$ cat config.mk
export PLATFORM = sky130hd
export DESIGN_NAME = sa_act_skew
export DESIGN_NICKNAME = d
export VERILOG_FILES = /design/src/rtl/sa_act_skew.sv
export SDC_FILE = /design/constraint.sdc
export NUM_CORES = 1
export LEC_CHECK = 0
export ABC_CLOCK_PERIOD_IN_PS = 4750
export BUFFER_PORTS_ARGS = -buffer_cell sky130_fd_sc_hd__buf_4
export CAP_MARGIN = 10
export CORE_MARGIN = 10
export CORE_UTILIZATION = 54
export CTS_BUF_LIST = sky130_fd_sc_hd__clkbuf_4 sky130_fd_sc_hd__clkbuf_8 sky130_fd_sc_hd__clkbuf_16
export DETAILED_ROUTE_END_ITERATION = 12
export MAX_ROUTING_LAYER = met4
export PLACE_DENSITY_LB_ADDON = 0.15
export SYNTH_ARGS = -nofsm -noshare
export SYNTH_HDL_FRONTEND = slang
export SYNTH_SLANG_ARGS = --single-unit
export TNS_END_PERCENT = 20
$ cat constraint.sdc
create_clock -name clk -period 4.75 [get_ports clk]
set_clock_uncertainty 0.1 [all_clocks]
set_input_delay 0.95 -clock clk [delete_from_list [all_inputs] [get_ports clk]]
set_output_delay 0.95 -clock clk [all_outputs]
set_load 0.03 [all_outputs]
$ cat src/rtl/sa_act_skew.sv
// Activation skew feeder: delays row r by r cycles (plus one output register) to form a diagonal wavefront.
// Optional macro SA_ACT_SKEW_CNT_EN adds o_vec_count, the saturating per-tile accepted-vector count.
module sa_act_skew #(
    parameter int MUL_DATAWIDTH = 8,
    parameter int NUM_ROWS      = 4
) (
    input  logic                     clk,
    input  logic                     rst,
    input  logic                     i_valid,
    output logic                     o_ready,
    input  logic [MUL_DATAWIDTH-1:0] i_act_vec [NUM_ROWS],
    input  logic                     i_last,
    output logic [MUL_DATAWIDTH-1:0] o_act [NUM_ROWS],
    output logic [NUM_ROWS-1:0]      o_act_valid,
    output logic                     o_busy,
    output logic                     o_done
`ifdef SA_ACT_SKEW_CNT_EN
    ,
    output logic [15:0]              o_vec_count
`endif
);

    localparam int CNT_W = $clog2(NUM_ROWS);
    localparam logic [CNT_W-1:0] DRAIN_LOAD = CNT_W'(NUM_ROWS - 1);

    typedef enum logic [1:0] {IDLE, STREAM, DRAIN} state_t;

    state_t           state, state_next;
    logic [CNT_W-1:0] cnt, cnt_next;
    logic             done_next;
    logic             accept;

    assign accept = i_valid && o_ready;

    // State register
    always_ff @(posedge clk) begin
        // NOTE: sequential state uses non-blocking assignments so every register samples pre-edge values.
        if (rst) begin
            state  <= IDLE;
            cnt    <= '0;
            o_done <= 1'b0;
        end else begin
            state  <= state_next;
            cnt    <= cnt_next;
            o_done <= done_next;
        end
    end

    // Next-state logic; the drain ends so that IDLE is entered with the counter at zero.
    always_comb begin
        // NOTE: defaults first so no path through the case leaves a signal unassigned (no latches).
        state_next = state;
        cnt_next   = cnt;
        done_next  = 1'b0;
        case (state)
            IDLE, STREAM: begin
                if (accept) begin
                    if (i_last) begin
                        state_next = DRAIN;
                        cnt_next   = DRAIN_LOAD;
                    end else begin
                        state_next = STREAM;
                    end
                end
            end
            DRAIN: begin
                cnt_next = cnt - CNT_W'(1);
                if (cnt == CNT_W'(1)) begin
                    state_next = IDLE;
                    done_next  = 1'b1;
                end
            end
            default: state_next = IDLE;
        endcase
    end

    // Output logic: depends on state only, so o_ready has no combinational path from i_valid.
    always_comb begin
        o_ready = 1'b1;
        o_busy  = 1'b0;
        case (state)
            IDLE:    begin o_ready = 1'b1; o_busy = 1'b0; end
            STREAM:  begin o_ready = 1'b1; o_busy = 1'b1; end
            DRAIN:   begin o_ready = 1'b0; o_busy = 1'b1; end
            default: begin o_ready = 1'b1; o_busy = 1'b0; end
        endcase
    end

    // Skew line: row r has r+1 register stages; non-accept cycles inject a zero bubble.
    for (genvar r = 0; r < NUM_ROWS; r++) begin : g_row
        logic [MUL_DATAWIDTH-1:0] dat [r+1];
        logic                     vld [r+1];

        always_ff @(posedge clk) begin
            // NOTE: these stages are reset explicitly; stale data must never reach the array after reset.
            if (rst) begin
                for (int i = 0; i <= r; i++) begin
                    dat[i] <= '0;
                    vld[i] <= 1'b0;
                end
            end else begin
                dat[0] <= accept ? i_act_vec[r] : '0;
                vld[0] <= accept;
                for (int i = 1; i <= r; i++) begin
                    dat[i] <= dat[i-1];
                    vld[i] <= vld[i-1];
                end
            end
        end

        assign o_act[r]       = dat[r];
        assign o_act_valid[r] = vld[r];
    end

`ifdef SA_ACT_SKEW_CNT_EN
    // First accept from IDLE starts a new tile at 1; otherwise count up and saturate.
    always_ff @(posedge clk) begin
        if (rst) begin
            o_vec_count <= '0;
        end else if (accept) begin
            if (state == IDLE) begin
                o_vec_count <= 16'd1;
            end else if (o_vec_count != 16'hFFFF) begin
                o_vec_count <= o_vec_count + 16'd1;
            end
        end
    end
`endif

endmodule

==> flow_summary.toml <==
[yosys]
synth_seq_cells = 89
syn-num-nets = 278
ys_types = 21
synth_area_um2 = 2751
seq_area_frac_synth_pct = 64.76
ys_warn_count = 0
avgSynthCellArea_um2 = 11.56
syn_inst = 238

[placed_design]
dp_hpwl_um = 3054
dpl_cell_area_um2 = 3147
gp_congestion = 0.8219
place_ws_ps = 2426
port_buffers = 74
place_inst = 342

[min_path]
min_from = "g_row[3].dat[0][5]$_SDFF_PP0_"
holdPathStages = 1
hold_end = "g_row[3].dat[0][13]$_SDFF_PP0_"
min_path_type = "flip-flop to flip-flop"

[route]
first_iter_violations = 28
drc = 0
firstDrtPassIters = 3
vias_per_cell = 4.056
post_drt_wl_per_cell_um = 11.85
routed_wl_um = 4229
ant_nets = 0
vias = 1448

[cells_and_area]
multiInputGateArea_um2 = 699.4
synthToLayoutAreaGrowth_pct = 20.92
final_area_um2 = 3327
final_nets = 326
seq_area_um2 = 1782
final_util_pct = 69.06
diodes = 0
drive_gt1_share_pct = 31.38
final_cells = 357
nFillCells = 398

[clock_tree]
hold_buffers = 0
cts_max_level = 3
cts_tree = "built"
clock_latency_ps = 330
post_cts_resized = 0
cts_sinks = 89
clkSlewWorstSetupHoldPaths_ps = 80
root_buffer = "clkbuf_8"
clk_path_buf_depth = 2
cts_made_buffers = 9
cts_setup_buffers = 0

[floorplanning]
floorplan.initialDensity_pct = 57.12
core-area_um2 = 4817
die_w_um = 91.38
dieArea_um2 = 8350
num_rows = 25
ioPinCount = 75
dieHeight_um = 91.38

[global_routing]
grt_overflow_total = 0
grt_pass1_vias = 1516
track_usage_pct = 10.97
grt_pass1_wl_um = 7086
antenna_found_initial = 0
grt_max_degree = 58

[pwr]
pwr-share-comb_pct = 7.9
p_per_area_nw_per_um2 = 403.5
pwr-share-seq_pct = 58.0
p_leak_nw = 1.484
ir_drop_mv = 0.2002
cellInternalPower_w = 0.001052
pwr-share-clk_pct = 34.1
sw_frac_of_total_pct = 21.65
p_switching_w = 0.0002907

[timing]
worst_slew_pin_slew_ps = 511.0
grt_setup_unrepaired = "no"
setup-violations-final = 0
drv_slew = 0
post-route-period-util_pct = 49.22
max_clock_freq_ghz = 0.4278
slew-limit-headroom_pct = 65.93
fin_crit_ps = 2338
worst_slack_ps = 2412
hold_viol = 0
finalSetupTns_ps = 0

[critical_path]
arrival_ps = 1290
r2r_start = "state[0]$_SDFFE_PP0P_"
worstPathRequired_ps = 3700
critical_path_class = "flip-flop to output port"
crit_path_start_kind = "flip-flop"
crit_fanout = 6
r2r_slack_ps = 3050
critPathLaunch = "state[0]$_SDFFE_PP0P_"
endpoint_kind = "output port"
reg2reg_depth = 5
r2r_end = "g_row[2].dat[0][3]$_SDFF_PP0_"

[run]
drv_cap = 0

[status]
status = "complete, no violations"
==> registers in the layout (all words and copies together) (netlist names) <==
| register | flops |
|---|---|
| g_row.dat | 80 |
| o_done | 1 |
| cnt | 2 |
| state | 2 |
| g_row.vld | 4 |
==> cell usage in the layout, fill, tap and decap left out, drive strengths merged, types with 2 or more instances in the layout <==
| cell | instances |
|---|---|
| nand2 | 3 |
| inv | 5 |
| nand2b | 4 |
| buf | 75 |
| clkbuf | 13 |
| a221oi | 2 |
| a211oi | 2 |
| ha | 4 |
| dfxtp | 89 |
| nor2b | 51 |
| and2 | 32 |
| clkinv | 2 |
==> logic make-up after synthesis <==
family	Yosys count	synth area share (%)
buf+inv	43	9.822
fa+ha+maj	4	1.819
compound gates	8	2.410
flops	89	64.76
simple gates	94	21.19
==> critical path: stages (launching register included) <==
cell and delay, ps:
dfxtp_1 350, inv_1 80, ha_1 270, inv_1 100, buf_4 160
==> through the flow <==
| stage | hold WS, ps | total power [W] |
|---|---|---|
| after floorplan | 313.8 | 0.0008663 |
| after global routing | 352.7 | 0.001404 |
| after global placement | 316.6 | 0.0009017 |
| after detailed placement | 320.4 | 0.0009042 |
| final | 334.5 | 0.001342 |
| after CTS | 339.8 | 0.001357 |
==> layout make-up <==
class	instances	share of cell area (%)
clock inverter	2	0.4137
clock buffer	13	5.002
sequential	89	53.55
multi-input combinational	106	21.02
tap	67	2.520
timing repair buffer	75	16.92
inverter	5	0.5641
==> per-layer routing <==
layer / up-vias / share of wire, % / global-route usage (%)
met4: 0 / 2.2 / 6.136
met5: - / 0 / -
met2: 44 / 51 / 17.54
li1: 795 / - / -
met3: 8 / 7.1 / 4.362
met1: 601 / 40 / 11.30
==> worst max-delay path by stage <==
stage	to	cells after the start
final	o_ready	4
after global routing	o_ready	4
after CTS	o_ready	4
after detailed placement	g_row[2].dat[0][3]$_SDFF_PP0_	4
after global placement	g_row[0].dat[0][2]$_SDFF_PP0_	4
after floorplan	o_ready	3
==> synth_stat cells <==
cell,number,area (um^2)
a211oi_1,2,15.01
a221oi_1,2,17.52
a22o_1,1,8.760
a2bb2oi_1,1,8.760
and2_1,32,200.2
buf_1,1,3.750
buf_2,3,15.01
buf_4,28,210.2
clkbuf_1,6,22.52
dfxtp_1,89,1782
ha_1,4,50.05
inv_1,5,18.77
nand2_1,3,11.26
nand2b_1,4,25.02
nand3_1,1,5.000
nor2_1,1,3.750
nor2b_1,51,319.1
nor3b_2,1,12.51
o31ai_1,1,7.510
o32ai_1,1,8.760
or2_0,1,6.260
==> power by group through the flow <==
stage / combinational [W] / clock (W) / sequential (W)
detailed placement: 0.000108 / 0 / 0.000796
CTS: 0.000108 / 0.000470 / 0.000779
floorplan: 0.0000655 / 0 / 0.000801
global route: 0.000117 / 0.000505 / 0.000782
finish: 0.000106 / 0.000457 / 0.000779
global placement: 0.000106 / 0 / 0.000796
Power figures use the tool's default switching activity.
